$ cat config.mk
export PLATFORM = sky130hd
export DESIGN_NAME = bus_out_arbiter_flat
export DESIGN_NICKNAME = d
export VERILOG_FILES = /design/src/rtl/bus_out_arbiter_if.sv /design/src/rtl/bus_out_arbiter.sv /design/src/flat_wrapper.sv
export SDC_FILE = /design/constraint.sdc
export NUM_CORES = 1
export LEC_CHECK = 0
export BUFFER_PORTS_ARGS = -buffer_cell sky130_fd_sc_hd__clkbuf_2
export CAP_MARGIN = 20
export CORE_ASPECT_RATIO = 0.75
export CORE_UTILIZATION = 45
export DETAILED_ROUTE_END_ITERATION = 8
export PLACE_DENSITY = 0.71
export SLEW_MARGIN = 15
export SYNTH_ARGS = -nofsm -noshare
export SYNTH_HDL_FRONTEND = slang
export SYNTH_SLANG_ARGS = --single-unit
$ cat constraint.sdc
create_clock -name clock -period 3.3 [get_ports clock]
set_input_delay 0.66 -clock clock [delete_from_list [all_inputs] [get_ports clock]]
set_output_delay 0.66 -clock clock [all_outputs]
set_load 0.1 [all_outputs]
$ cat src/rtl/bus_out_arbiter_if.sv
// Bus-drive request/grant bundle between the datapath sources and the
// bus_out_arbiter.
//   req          32  bus requests, bit index = source number
//   lock         1   current owner asks to keep the bus
//   stall        1   freeze arbiter state and outputs
//   grant        32  registered one-hot *Out strobes (zero when idle)
//   grant_idx    5   binary index of the set grant bit (0 when idle)
//   grant_valid  1   grant is nonzero
//   lock_timeout 1   one-cycle pulse when a lock is forcibly ended
// master: request side; slave: arbiter side.
interface bus_out_arbiter_if;
  logic [31:0] req;
  logic        lock;
  logic        stall;
  logic [31:0] grant;
  logic [4:0]  grant_idx;
  logic        grant_valid;
  logic        lock_timeout;

  modport master (
    output req, lock, stall,
    input  grant, grant_idx, grant_valid, lock_timeout
  );

  modport slave (
    input  req, lock, stall,
    output grant, grant_idx, grant_valid, lock_timeout
  );
endinterface

$ cat src/rtl/bus_out_arbiter.sv
// bus_out_arbiter: picks one of 32 bus-drive requesters per cycle and
// issues a registered one-hot grant to the 32:5 bus-select encoder.
// Supports bounded multi-cycle ownership (lock) and a global stall.
// Ports:
//   clock  rising-edge clock
//   clear  synchronous active-high reset (dominates stall)
//   bus    bus_out_arbiter_if.slave (req/lock/stall in; grant,
//          grant_idx, grant_valid, lock_timeout out, all registered)
// Parameter MAX_LOCK (1..255): extra cycles a locked owner may hold.
// Macro BUS_ARB_ROUND_ROBIN_EN: defined -> round-robin search starting
// below the last winner; undefined -> fixed priority, highest index wins.
module bus_out_arbiter #(
  parameter int unsigned MAX_LOCK = 15
) (
  input logic              clock,
  input logic              clear,
  bus_out_arbiter_if.slave bus
);

  localparam int unsigned NREQ = 32;
  localparam int unsigned IDXW = 5;
  localparam int unsigned CNTW = 8;

  typedef enum logic [1:0] {IDLE, GRANT, LOCK} state_t;

  state_t            state_q, state_d;
  logic [NREQ-1:0]   grant_q, grant_d;
  logic [IDXW-1:0]   idx_q, idx_d;
  logic              valid_q, valid_d;
  logic              lto_q, lto_d;
  logic [IDXW-1:0]   owner_q, owner_d;
  logic [CNTW-1:0]   cnt_q, cnt_d;
`ifdef BUS_ARB_ROUND_ROBIN_EN
  logic [IDXW-1:0]   ptr_q, ptr_d;
  logic [IDXW-1:0]   start_c;
`endif

  logic              do_arb_c;
  logic              forced_c;
  logic [NREQ-1:0]   req_m_c;
  logic              found_c;
  logic [IDXW-1:0]   win_c;

  // State and output registers.
  always_ff @(posedge clock) begin
    if (clear) begin
      state_q <= IDLE;
      grant_q <= '0;
      idx_q   <= '0;
      valid_q <= 1'b0;
      lto_q   <= 1'b0;
      owner_q <= '0;
      cnt_q   <= '0;
`ifdef BUS_ARB_ROUND_ROBIN_EN
      ptr_q   <= '0;
`endif
    end else begin
      state_q <= state_d;
      grant_q <= grant_d;
      idx_q   <= idx_d;
      valid_q <= valid_d;
      lto_q   <= lto_d;
      owner_q <= owner_d;
      cnt_q   <= cnt_d;
`ifdef BUS_ARB_ROUND_ROBIN_EN
      ptr_q   <= ptr_d;
`endif
    end
  end

  // Next-state, arbitration and output logic.
  always_comb begin
    state_d  = state_q;
    grant_d  = grant_q;
    idx_d    = idx_q;
    valid_d  = valid_q;
    lto_d    = 1'b0;
    owner_d  = owner_q;
    cnt_d    = cnt_q;
`ifdef BUS_ARB_ROUND_ROBIN_EN
    ptr_d    = ptr_q;
    start_c  = IDXW'(ptr_q - IDXW'(1));
`endif
    do_arb_c = 1'b0;
    forced_c = 1'b0;
    found_c  = 1'b0;
    win_c    = '0;

    if (!bus.stall) begin
      unique case (state_q)
        IDLE: do_arb_c = 1'b1;
        GRANT: begin
          if (bus.lock && bus.req[owner_q]) begin
            state_d = LOCK;
            cnt_d   = CNTW'(1);
          end else begin
            do_arb_c = 1'b1;
          end
        end
        LOCK: begin
          if (bus.lock && bus.req[owner_q]) begin
            if (cnt_q < CNTW'(MAX_LOCK)) begin
              cnt_d = CNTW'(cnt_q + CNTW'(1));
            end else begin
              forced_c = 1'b1;
              do_arb_c = 1'b1;
              lto_d    = 1'b1;
            end
          end else begin
            do_arb_c = 1'b1;
          end
        end
        default: state_d = IDLE;
      endcase
    end

    // A forced release hides the owner from this one decision only.
    req_m_c = bus.req & ~(forced_c ? (NREQ'(1) << owner_q) : '0);

    // Later loop iterations override earlier ones, so the last hit is the
    // highest-priority candidate.
`ifdef BUS_ARB_ROUND_ROBIN_EN
    for (int k = NREQ - 1; k >= 0; k--) begin
      if (req_m_c[IDXW'(start_c - IDXW'(k))]) begin
        found_c = 1'b1;
        win_c   = IDXW'(start_c - IDXW'(k));
      end
    end
`else
    for (int k = 0; k < NREQ; k++) begin
      if (req_m_c[k]) begin
        found_c = 1'b1;
        win_c   = IDXW'(k);
      end
    end
`endif

    if (do_arb_c) begin
      cnt_d = '0;
      if (found_c) begin
        state_d = GRANT;
        grant_d = NREQ'(1) << win_c;
        idx_d   = win_c;
        valid_d = 1'b1;
        owner_d = win_c;
`ifdef BUS_ARB_ROUND_ROBIN_EN
        ptr_d   = win_c;
`endif
      end else begin
        state_d = IDLE;
        grant_d = '0;
        idx_d   = '0;
        valid_d = 1'b0;
      end
    end
  end

  assign bus.grant        = grant_q;
  assign bus.grant_idx    = idx_q;
  assign bus.grant_valid  = valid_q;
  assign bus.lock_timeout = lto_q;

endmodule

$ cat src/flat_wrapper.sv
// flat-port wrapper written by rule: the top's interface ports become plain ports
module bus_out_arbiter_flat 
#(
  parameter int unsigned MAX_LOCK = 15
)
  (clock, clear, bus_req, bus_lock, bus_stall, bus_grant, bus_grant_idx, bus_grant_valid, bus_lock_timeout);
  bus_out_arbiter_if bus_i ();
  input logic clock;
  input logic clear;
  input wire logic [$bits(bus_i.req)-1:0] bus_req;
  input wire logic [$bits(bus_i.lock)-1:0] bus_lock;
  input wire logic [$bits(bus_i.stall)-1:0] bus_stall;
  output wire logic [$bits(bus_i.grant)-1:0] bus_grant;
  output wire logic [$bits(bus_i.grant_idx)-1:0] bus_grant_idx;
  output wire logic [$bits(bus_i.grant_valid)-1:0] bus_grant_valid;
  output wire logic [$bits(bus_i.lock_timeout)-1:0] bus_lock_timeout;
  assign bus_i.req = bus_req;
  assign bus_i.lock = bus_lock;
  assign bus_i.stall = bus_stall;
  assign bus_grant = bus_i.grant;
  assign bus_grant_idx = bus_i.grant_idx;
  assign bus_grant_valid = bus_i.grant_valid;
  assign bus_lock_timeout = bus_i.lock_timeout;
  bus_out_arbiter #(.MAX_LOCK(MAX_LOCK)) u_core (.clock(clock), .clear(clear), .bus(bus_i));
endmodule
# After elaboration in Yosys (flattened, before gate mapping)
# Index checks and enable logic that the tools add are counted.
# classes
bitwise_logic,3
add_sub_neg,1
shifts,2
n_reduce_logical,8
order_cmp,2
n_eq_ne,8
muxes,86
# op_table
op,count
$mux W5,17
$mux W32,2
$shl A1 B5 Y32 const A,2
$mux W1,43
$and A32 B32 Y32,1
$mux W4,8
$not A32 Y32,1
$mux W8,3
$pmux W8 S2,1
$mux W3,4
$mux W2,5
$ne A2 B1 Y1 const B,5
$add A8 B1 Y8 const B,1
$lt A8 B4 Y1 const B,1
$lt A5 B6 Y1 const B,1
$bmux W1 S5,1
$reduce_and A5 Y1,1
$pmux W2 S2,1
$reduce_or A2 Y1,2
$ne A3 B1 Y1 const B,1
$pmux W1 S3,1
$reduce_and A3 Y1,1
$eq A2 B1 Y1 const B,1
$eq A2 B2 Y1 const B,1
5 further kinds,5
# word_totals
regBits,54
in_bits,36
out_inout_bits,39
word_cells,117

# Depth between registers and ports, before layout
# Gate-level depths: netlist (run 1).
# logic_depth
ltp_word,43
depth_mapped,14
ltp_nobuf,11

# Worst setup path before layout (run 1)
# No wires, ideal clock.
# synth_timing
kind,input -> register
from,input bus_stall
to,register u_core.grant_q[30] (netlist: u_core.bus.grant[30])
arrival_time_ns,3.013
stages,10
setup_time_ns,0.119
path_slack_ns,0.168
path_buffers,1
required_time_ns,3.181
cell_sequence,nand3b_1 -> a2111o_1 -> buf_2 -> o31ai_1 -> a21bo_1 -> or4_1 -> a211oi_2 -> o211ai_2 -> and2_1 -> a32o_1
# synth_via
elab_chain_cells,37
elab_cells_between_ends,70
classes_between,shift: 1; mux: 67; bitwise: 2
# synth_lines
item,line,rtl
start: declaration,flat_wrapper.sv:12,input wire logic [$bits(bus_i.stall)-1:0] bus_stall;
$mux W1,bus_out_arbiter.sv:89,if (!bus.stall) begin
$mux W32,bus_out_arbiter.sv:118,req_m_c = bus.req & ~(forced_c ? (NREQ'(1) << owner_q) : '0);
$not A32 Y32,bus_out_arbiter.sv:118,
$and A32 B32 Y32,bus_out_arbiter.sv:118,
$mux W1,bus_out_arbiter.sv:131,if (req_m_c[k]) begin
$mux W2 / $mux W1 (equally long branches) (2 in a row),bus_out_arbiter.sv:131,
$mux W3 / $mux W1 (equally long branches) (4 in a row),bus_out_arbiter.sv:131,
$mux W4 / $mux W1 (equally long branches) (8 in a row),bus_out_arbiter.sv:131,
$mux W5 / $mux W1 (equally long branches) (16 in a row),bus_out_arbiter.sv:131,
$shl A1 B5 Y32 / $mux W1 (equally long branches),"bus_out_arbiter.sv:142, bus_out_arbiter.sv:131",
$mux W32,bus_out_arbiter.sv:140,if (found_c) begin
end signal: assignment,bus_out_arbiter.sv:59,grant_q <= grant_d;
end: declaration,bus_out_arbiter.sv:27,"logic [NREQ-1:0] grant_q, grant_d;"
# Parallel ways exist; a longest one is shown, timed or not.
# A chain may end at the register's enable or synchronous reset.

# Worst setup path after layout (run 1)
# layout_timing
from,register u_core.state_q[0]
to,register u_core.grant_q[30] (netlist: u_core.bus.grant[30])
# layout_via
elab_chain_cells,39
elab_cells_between_ends,75
classes_between,eq/ne: 2; shift: 1; mux: 69; bitwise: 2; reduce/logical: 1
# layout_lines
item,line,rtl
start: declaration,bus_out_arbiter.sv:26,"state_t state_q, state_d;"
start signal: assignment,bus_out_arbiter.sv:58,state_q <= state_d;
$eq A2 B2 Y1,bus_out_arbiter.sv:90,unique case (state_q)
$mux W1,bus_out_arbiter.sv:90,
$mux W1,bus_out_arbiter.sv:89,
$mux W32,bus_out_arbiter.sv:118,
$not A32 Y32,bus_out_arbiter.sv:118,
$and A32 B32 Y32,bus_out_arbiter.sv:118,
$mux W1,bus_out_arbiter.sv:131,
$mux W2 / $mux W1 (equally long branches) (2 in a row),bus_out_arbiter.sv:131,
$mux W3 / $mux W1 (equally long branches) (4 in a row),bus_out_arbiter.sv:131,
$mux W4 / $mux W1 (equally long branches) (8 in a row),bus_out_arbiter.sv:131,
$mux W5 / $mux W1 (equally long branches) (16 in a row),bus_out_arbiter.sv:131,
$shl A1 B5 Y32 / $mux W1 (equally long branches),"bus_out_arbiter.sv:142, bus_out_arbiter.sv:131",
$mux W32,bus_out_arbiter.sv:140,
# Parallel ways exist; a longest one is shown, timed or not.

==> results of run 1 <==
area by class of cell:
type                    instances  area share, %
clock inverters                 3          0.552
repair buffers                168           21.2
flip-flops and latches         54           20.9
multi-input cells             366           51.4
well taps                     105           2.52
clock buffers                   5           2.40
inverters                      14           1.06
power groups by stage:
stage	logic (W)	registers (W)	clock network, W
after floorplan	0.000301	0.000789	0
after global placement	0.000609	0.000713	0
after detailed placement	0.000616	0.000714	0
after CTS	0.000621	0.000699	0.000559
after global routing	0.000701	0.000704	0.000577
final	0.000659	0.000702	0.000545
cell usage in the layout, fill, tap and decap left out, types with 4 or more instances in the layout:
master,n
buf_4,91
clkbuf_2,74
dfxtp_1,49
nand2_1,42
nor2_1,38
o21ai_0,23
a21oi_1,18
inv_1,12
mux2i_1,12
nor3_1,11
a32o_1,11
a22o_1,11
nor2b_1,9
a21o_1,9
o21a_1,8
nand3_1,7
nand2b_1,6
o31ai_1,6
o211ai_1,6
a31oi_1,6
a22oi_1,5
nand4_1,5
o21ai_1,5
nor4_1,5
o22ai_1,5
clkbuf_16,5
and2_1,4
dfxtp_2,4
stage by stage:
| stage | power [W] | utilization (%) |
|---|---|---|
| finish | 0.00191 | 64.5 |
| global route | 0.00198 | 64.5 |
| CTS | 0.00188 | 62.4 |
| detailed placement | 0.00133 | 60.3 |
| global placement | 0.00132 | 60.3 |
| floorplan | 0.00109 | - |
worst min-delay path by stage:
| stage | from | end | slack [ns] | cells after the start |
|---|---|---|---|---|
| finish | u_core.bus.grant[12]$_SDFFE_PP0P_ | u_core.bus.grant[12]$_SDFFE_PP0P_ | 0.45 | 2 |
| floorplan | u_core.cnt_q[7]$_SDFFE_PP0P_ | u_core.cnt_q[7]$_SDFFE_PP0P_ | 0.46 | 2 |
| global route | u_core.bus.grant_idx[3]$_SDFFE_PP0P_ | u_core.bus.grant_idx[3]$_SDFFE_PP0P_ | 0.49 | 1 |
| detailed placement | u_core.bus.grant_idx[4]$_SDFFE_PP0P_ | u_core.bus.grant_idx[4]$_SDFFE_PP0P_ | 0.44 | 1 |
| CTS | u_core.bus.grant_idx[4]$_SDFFE_PP0P_ | u_core.bus.grant_idx[4]$_SDFFE_PP0P_ | 0.46 | 1 |
| global placement | u_core.bus.grant[4]$_SDFFE_PP0P_ | u_core.bus.grant[4]$_SDFFE_PP0P_ | 0.44 | 2 |
timing repair:
item	in CTS	in global routing
pin swaps	1	6
gates resized for setup	5	34
setup buffers	0	3
endpoints found under the setup margin	20	42
registers in the layout, indices dropped and copies added (netlist names):
| register | count |
|---|---|
| u_core.bus.grant_idx | 5 |
| u_core.bus.grant_valid | 1 |
| u_core.bus.lock_timeout | 1 |
| u_core.bus.grant | 32 |
| u_core.state_q | 2 |
| u_core.cnt_q | 8 |
| u_core.owner_q | 5 |
worst max-delay path, cell delays in order (launching register included):
cell and delay (ns):
dfxtp_4 0.36, inv_4 0.07, ha_4 0.14, nand3b_1 0.11, a2111o_1 0.48, buf_6 0.17, o21ai_0 0.16, o311ai_0 0.22
or4_4 0.55, a211oi_4 0.34, o211ai_4 0.17, and2_4 0.21, a32o_1 0.21
cells by family (layout without fill, tap and decap cells):
kind of cell    Yosys count  after routing  synth area share (%)
fa+ha+maj                 5              5                  1.63
flops                    54             54                  28.1
simple gates            168            168                  24.1
buf+inv                  38            190                  6.05
compound gates          172            172                  33.8
mux                      18             18                  5.72
xor+xnor                  3              3                 0.683
per-layer routing:
metal	vias to the layer above	part of all wire (%)	track usage (%)	routed length (microns)
met3	23	9.5	8.32	1230
met1	2063	46	40.9	5950
met5	-	0	0	0
met4	0	1.0	6.35	131
met2	204	44	46.0	5670
li1	2072	-	-	-
==> impl_metrics.yaml, run 1 <==
yosys:
  synth_edf_count: 0
  ys_seq_elements: 54
  yosysTopAreaCell: "dfxtp_1"
  synth_area_leaders: "dfxtp_1 28%, nand2_1 4.1%, nor2_1 3.8%"
  yosys.area.top_type_share_pct: 28.1
  syn_area_per_cell_sq_um: 8.40
  syn_area_sq_um: 3850
  ys.flop_type: "dfxtp_1"
  synthCells: 458
  yosysWarnings: 0
  async_reset_ff_share_pct: 0
  netlist-cell-type-count: 88
  ys_top_cells_by_count: "54 x dfxtp_1, 42 x nand2_1, 39 x nor2_1"
  syn_nets: 499
  yosysMostFrequentCell: "dfxtp_1"
  seq_area_frac_synth_pct: 28.1
power_and_ir_drop:
  leakage_nw: 2.15
  clkPwrFrac_pct: 28.6
  p_int_w: 0.00122
  ir_worst_vdd_v: 0.000359
  swShare_pct: 35.9
  powerDensity_nw_per_um2: 365
  p_seq_share_pct: 36.8
  p_sw_w: 0.000685
  pwr-share-comb_pct: 34.6
placement:
  dp_cells: 704
  place_area_sq_um: 4880
  gp_congestion: 1.00
  post-place-ws_ns: -0.219
  io_buffers: 74
  dp_hpwl_mm: 10.1
worst_setup_path:
  reg2reg_to: "u_core.bus.grant[30]$_SDFFE_PP0P_"
  start_kind: "flop"
  cp-end-kind: "flop"
  crit_arrival_ns: 3.48
  reg2reg_slack_ns: 0.01
  worstSetupPathType: "reg2reg"
  worstReg2RegStart: "u_core.state_q[0]$_SDFFE_PP0P_"
  critical_path.startpoint: "u_core.state_q[0]$_SDFFE_PP0P_"
  worstSetupEndpoint: "u_core.bus.grant[30]$_SDFFE_PP0P_"
  required_ns: 3.50
  cp_max_fo: 8
  reg2reg_depth: 12
global_routing:
  antenna_found_initial: 0
  grt_start_max_net_pins: 40
  grt-ovfl-total: 0
  grt_pass1_wl_mm: 20.3
  grt_pass1_vias: 4058
  grt_use_total_pct: 29.6
sta:
  drv_slew: 0
  fmax_mhz: 304
  hold_violations: 0
  fin_setup_tns_ns: 0
  whs_ns: 0.454
  setup_slack_ns: 0.0122
  setup_viol: 0
  fin_worst_skew_ns: 0.00791
  finalCritPeriodShare_pct: 99.6
  slew_headroom_pct: 63.2
  rsz0062_at_grt: "yes"
  worst_pin_slew_ns: 0.546
  final.min_clock_period_ns: 3.29
clocking:
  holdBufCountCts: 0
  cts_tree: "done"
  clk_latency_ns: 0.30
  cts_inserted_buffers: 5
  h-tree-depth: 2
  clk_path_buf_depth: 2
  cts.reportedPaths.clkPinSlew_ns: 0.07
  numClockSinks: 54
  cts-root-buf: "clkbuf_16"
cells_and_area:
  num-fill-cells: 710
  regArea_sq_um: 1090
  final_cells: 715
  multi_input_comb_area_sq_um: 2680
  nets: 650
  drive_gt1_share_pct: 38.7
  area_growth_syn_to_layout_pct: 35.5
  fin_area_sq_um: 5220
  num_antenna_cells: 0
flow_run:
  maxCapViolations: 0
routing:
  dr_total_vias: 4362
  post_drt_wl_per_cell_microns: 18.1
  drc_errors: 0
  dr.pass1.iters: 5
  drt_iter0_markers: 438
  viasPerCell: 6.10
  wl_mm: 13.0
  ant_nets: 0
floorplan:
  die_w_microns: 109
  fp.dieH_microns: 82.1
  num_rows: 28
  fp.coreArea_sq_um: 8090
  initial_core_util_pct: 47.6
  ios: 75
  die_area_sq_um: 8930
status:
  status: "completed"
worst_hold_path:
  min-delay-path-class: "reg2reg"
(Power assumes the default switching activity.)
==> inputs of run 2 (changes only) <==
- ABC_AREA: unset -> 1
- PLACE_DENSITY: 0.71 -> 0.72
==> run 2 against run 1 <==
The run now ends with negative setup slack left. Critical path depth increased by 27. Clock power down 17%. Die area down 16%. Global-route usage rose by 1.6 points.
==> impl_metrics.yaml, run 2 <==
yosys:
  synth_xor_area_share_pct: 0.273
  async_reset_ff_share_pct: 0
  syn_area_sq_um: 3210
  synth_area_leaders: "dfxtp_1 34%, nand2_1 22%, nand3_1 7.5%"
  ys_seq_elements: 54
  synthAdderAreaFrac_pct: 1.95
  synth.area.mux_share_pct: 0
  netlist-cell-type-count: 36
  yosysWarnings: 0
  syn_nets: 531
  synth_compound_area_share_pct: 15.2
  yosys.area_share.simple_pct: 40.7
  synthCells: 490
  yosysTopAreaCell: "dfxtp_1"
  ys_top_cells_by_count: "184 x nand2_1, 54 x dfxtp_1, 48 x nand3_1"
  yosysMostFrequentCell: "nand2_1"
  yosys.area.top_type_share_pct: 33.7
  seq_area_frac_synth_pct: 33.7
  synth_top_family_by_area: "simple AND/OR/NAND/NOR gates"
  syn_area_per_cell_sq_um: 6.55
  ys.flop_type: "dfxtp_1"
  synth_edf_count: 0
worst_hold_path:
  min-delay-path-class: "reg2reg"
status:
  violations: "negative setup slack"
  status: "finished, violations left"
clocking:
  cts_tree: "done"
  cts-root-buf: "clkbuf_8"
  numClockSinks: 54
  h-tree-depth: 2
  clk_path_buf_depth: 2
  cts_inserted_buffers: 5
  cts.reportedPaths.clkPinSlew_ns: 0.09
  clk_latency_ns: 0.31
  holdBufCountCts: 0
routing:
  drc_errors: 0
  dr.pass1.iters: 4
  post_drt_wl_per_cell_microns: 15.4
  dr_total_vias: 4121
  viasPerCell: 5.39
  wl_mm: 11.8
  drt_iter0_markers: 348
  ant_nets: 0
cells_and_area:
  num-fill-cells: 545
  mostFrequentLayoutCell: "nand2_1"
  fin_area_sq_um: 4970
  largest_reg_flops: 32
  num_antenna_cells: 0
  final_cells: 765
  multi_input_comb_area_sq_um: 2180
  layout_common_cells: "176 x nand2_1, 108 x buf_4, 74 x clkbuf_2"
  nets: 708
  area_growth_syn_to_layout_pct: 54.7
  regArea_sq_um: 1090
  drive_gt1_share_pct: 39.9
floorplan:
  num_rows: 26
  ios: 75
  die_w_microns: 99.6
  initial_core_util_pct: 46.8
  fp.dieH_microns: 75.2
  die_area_sq_um: 7480
  fp.coreArea_sq_um: 6860
worst_setup_path:
  cp-end-kind: "flop"
  cpMostUsedCell: "nand2_1"
  crit_arrival_ns: 3.97
  worstSetupPathType: "reg2reg"
  slowest_delay_ns: 0.40
  slowest_stage: "dfxtp_4"
  cp_max_fo: 7
  start_kind: "flop"
  required_ns: 3.56
power_and_ir_drop:
  powerDensity_nw_per_um2: 355
  p_seq_share_pct: 39.6
  pwr-share-comb_pct: 34.7
  p_int_w: 0.00114
  swShare_pct: 35.5
  leakage_nw: 2.41
  ir_worst_vdd_v: 0.000227
  power_w: 0.00177
  clkPwrFrac_pct: 25.7
  p_sw_w: 0.000627
global_routing:
  grt-ovfl-total: 0
  grt_use_total_pct: 31.2
  grt_start_max_net_pins: 28
  grt_pass1_vias: 3902
  grt_pass1_wl_mm: 18.3
  antenna_found_initial: 0
placement:
  io_buffers: 74
  gp_congestion: 0.961
  dp_cells: 748
  dp_hpwl_mm: 8.40
  place_area_sq_um: 4400
sta:
  setup_slack_ns: -0.409
  slew_headroom_pct: 43.0
  setup_viol: 35
  worst_pin_slew_ns: 0.833
  rsz0062_at_grt: "yes"
  fmax_mhz: 270
  hold_violations: 0
  finalCritPeriodShare_pct: 112
  drv_slew: 0
  fin_worst_skew_ns: 0.00578
  whs_ns: 0.450
  final.min_clock_period_ns: 3.71
flow_run:
  maxCapViolations: 0
==> run 2: cell count changes in the layout (fill, tap and decap cells not counted), sizes merged, moves of 11 or more <==
cell   previous run  this run
inv              14        37
nand3            12        49
a22o             11         0
buf              94       117
a21oi            19         2
o31ai             8        27
a32o             11         0
nand4             5        19
nand2            43       191
mux2i            13         0
==> run 2: kinds of logic (layout without fill, tap and decap cells) <==
kind of cell               count (synthesis)  count (layout)
AOI/OAI and AO/OA                         68              68
xor gates and xnor gates                   1               1
adders and majority gates                  5               5
buffers and inverters                     60             237
DFF                                       54              54
and+or+nand+nor                          302             302
==> run 2: path summary, 6_finish.rpt <==
check / from / end / slack [ns] / cells past startpoint
setup / recovery: u_core.owner_q[0]$_SDFFE_PP0P_ / u_core.bus.grant[17]$_SDFFE_PP0P_ / -0.41 / 39
hold / removal: u_core.cnt_q[7]$_SDFFE_PP0P_ / u_core.cnt_q[7]$_SDFFE_PP0P_ / 0.45 / 2
setup reg to reg: u_core.owner_q[0]$_SDFFE_PP0P_ / u_core.bus.grant[17]$_SDFFE_PP0P_ / -0.41 / 39
hold reg to reg: u_core.cnt_q[7]$_SDFFE_PP0P_ / u_core.cnt_q[7]$_SDFFE_PP0P_ / 0.45 / 2
==> run 2: what timing repair did <==
item / CTS / global route
gates resized for setup: 40 / 40
buffers inserted: 6 / 3
setup endpoints to repair: 43 / 43
gates cloned: 1 / 0
pin swaps: 11 / 26
==> run 2: power by group through the flow <==
stage               sequential (W)  clock [W]  combinational (W)
floorplan                 0.000785          0           0.000229
global placement          0.000709          0           0.000511
detailed placement        0.000709          0           0.000522
CTS                       0.000699   0.000460           0.000565
global route              0.000702   0.000481           0.000654
finish                    0.000700   0.000453           0.000613
==> run 2: layout make-up <==
| class | instances | share of cell area, % |
|---|---|---|
| multi-input combinational | 376 | 43.9 |
| timing repair buffer | 191 | 26.5 |
| sequential | 54 | 21.9 |
| inverter | 39 | 3.05 |
| tap | 98 | 2.47 |
| clock buffer | 6 | 1.66 |
| clock inverter | 1 | 0.604 |
==> run 2: critical path, delay by kind of cell, from the launching register on <==
kind	cells	cell delay, ns
AOI/OAI and AO/OA	1	0.21
buffers and inverters	5	0.62
DFF	1	0.40
and+or+nand+nor	33	2.40
==> run 2: routing by layer <==
layer	routed length (microns)	track usage, %
met3	964	6.87
met1	5040	41.2
met2	5540	51.9
met5	0	0
met4	199	9.48
==> run 2: stage by stage <==
step / util, % / setup TNS, ns / setup slack (ns)
after CTS: 69.4 / -5.68 / -0.242
after global placement: 64.1 / -12.13 / -0.378
after detailed placement: 64.1 / -18.90 / -0.550
after floorplan: - / 0 / 0.0214
final: 72.4 / -12.21 / -0.409
after global routing: 72.4 / -22.84 / -0.700
==> inputs of run 3 (changes only) <==
- SETUP_SLACK_MARGIN: unset -> 0.1
- TNS_END_PERCENT: unset -> 100
==> run 3 against run 2 <==
The flow still finishes with violations (negative setup slack). Routed wire length is 2.0% higher. Maximum frequency is 5.5% lower. Worst setup slack worse by 0.22 ns. Die area unchanged. Global-route usage fell by 2.4 points. First-iteration DRC count fell by 3.7%. Critical endpoint is now u_core.bus.grant[27]$_SDFFE_PP0P_. Clock power decreased by 3%.
==> impl_metrics.yaml, run 3 (synthesis gave the netlist of run 2 again) <==
status:
  status: "finished, violations left"
  violations: "negative setup slack"
power_and_ir_drop:
  p_int_w: 0.00116
  powerDensity_nw_per_um2: 345
  clkPwrFrac_pct: 24.3
  pwr-share-comb_pct: 36.9
  ir_worst_vdd_v: 0.000276
  p_sw_w: 0.000658
  swShare_pct: 36.3
  leakage_nw: 2.52
  p_seq_share_pct: 38.7
worst_setup_path:
  reg2reg_depth: 41
  cp-end-kind: "flop"
  path_depth: 41
  crit_arrival_ns: 4.17
  crit_family: "simple AND/OR/NAND/NOR gates"
  slowest_stage: "dfxtp_4"
  crit_buf_inv: 3
  worstSetupPathType: "reg2reg"
  slowest_delay_ns: 0.41
  cpMostUsedCell: "nand2_1"
  start_kind: "flop"
  required_ns: 3.54
  cp_max_fo: 6
cells_and_area:
  mostFrequentLayoutCell: "nand2_1"
  regArea_sq_um: 1090
  area_growth_syn_to_layout_pct: 63.7
  layout_common_cells: "165 x nand2_1, 123 x buf_4, 74 x clkbuf_2"
  num_antenna_cells: 0
  num-fill-cells: 501
  largest_reg_flops: 32
  utilization_pct: 76.6
  drive_gt1_share_pct: 44.3
  multi_input_comb_area_sq_um: 2290
  nets: 729
sta:
  setup_slack_ns: -0.626
  drv_slew: 0
  setup_viol: 39
  fin_worst_skew_ns: 0.0113
  slew_headroom_pct: 39.7
  rsz0062_at_grt: "yes"
  hold_violations: 0
  finalCritPeriodShare_pct: 119
  worst_pin_slew_ns: 0.882
  final.min_clock_period_ns: 3.93
  fin_setup_tns_ns: -19.00
  fmax_mhz: 255
placement:
  dp_hpwl_mm: 7.99
  gp_congestion: 0.949
  post-place-ws_ns: -0.621
  io_buffers: 74
clocking:
  clk_latency_ns: 0.31
  cts_inserted_buffers: 5
  h-tree-depth: 2
  cts_tree: "done"
  cts.reportedPaths.clkPinSlew_ns: 0.10
  numClockSinks: 54
  cts-root-buf: "clkbuf_8"
  clk_path_buf_depth: 2
global_routing:
  grt_start_max_net_pins: 27
  grt-ovfl-total: 0
  grt_use_total_pct: 28.8
  antenna_found_initial: 0
  grt_pass1_wl_mm: 17.0
  grt_pass1_vias: 3599
routing:
  drt_iter0_markers: 335
  dr_total_vias: 4194
  dr.pass1.iters: 5
  drc_errors: 0
  post_drt_wl_per_cell_microns: 15.2
  viasPerCell: 5.33
  wl_mm: 12.0
  ant_nets: 0
flow_run:
  maxCapViolations: 0
floorplan:
  fp.dieH_microns: 75.2
  fp.coreArea_sq_um: 6860
  initial_core_util_pct: 46.8
  ios: 75
  die_area_sq_um: 7480
  num_rows: 26
  die_w_microns: 99.6
worst_hold_path:
  whs_path_depth: 2
  min-delay-path-class: "reg2reg"
run 3: cell count changes in the layout (fill, tap and decap cells not counted), sizes merged:
cell      delta
buf         +18
clkbuf       +3
clkinv       +1
clkinvlp     +1
inv          -1
run 3: final cells by class:
| type | instances | area share, % |
|---|---|---|
| inverters | 39 | 2.93 |
| clock inverters | 2 | 0.714 |
| multi-input cells | 376 | 43.5 |
| clock buffers | 6 | 1.38 |
| well taps | 98 | 2.33 |
| repair buffers | 212 | 28.5 |
| flip-flops and latches | 54 | 20.7 |
run 3: final timing paths:
check,start,end,slack [ns]
max,u_core.owner_q[0]$_SDFFE_PP0P_,u_core.bus.grant[27]$_SDFFE_PP0P_,-0.63
min,u_core.cnt_q[7]$_SDFFE_PP0P_,u_core.cnt_q[7]$_SDFFE_PP0P_,0.45
max reg2reg,u_core.owner_q[0]$_SDFFE_PP0P_,u_core.bus.grant[27]$_SDFFE_PP0P_,-0.63
min reg2reg,u_core.cnt_q[7]$_SDFFE_PP0P_,u_core.cnt_q[7]$_SDFFE_PP0P_,0.45
run 3: power by group through the flow:
stage	logic [W]	registers, W	clock network [W]
after detailed placement	0.000532	0.000709	0
final	0.000671	0.000703	0.000441
after floorplan	0.000230	0.000785	0
after global routing	0.000715	0.000705	0.000466
after CTS	0.000562	0.000697	0.000443
after global placement	0.000526	0.000709	0
run 3: repair_timing:
item,CTS,global route
gates cloned,0,3
pin swaps,7,17
hold buffers,0,0
endpoints found under the setup margin,43,43
buffers inserted,9,13
gates resized for setup,16,89
run 3: metal layers:
metal	global-route usage, %	up-vias	routed length [microns]
li1	-	2024	-
met2	47.0	201	5490
met1	41.5	1949	5460
met4	3.76	0	96
met3	4.64	20	938
met5	0	-	0
run 3: per-stage QoR:
stage          instance area, sq um  total power, W  hold WS, ns  instances
6_report                       5260         0.00181        0.449        787
5_1_grt                        5260         0.00189        0.474        787
4_1_cts                        4700         0.00170        0.449        773
3_5_place_dp                   4470         0.00124        0.435        756
3_3_place_gp                   4470         0.00123        0.432        756
2_1_floorplan                  3220         0.00102        0.425        490
run 3: worst register-to-register path, delay by kind of cell (launching register included):
family	cells	cell delay [ns]
and+or+nand+nor	36	2.79
DFF	1	0.41
buffers and inverters	3	0.38
AOI/OAI and AO/OA	2	0.29
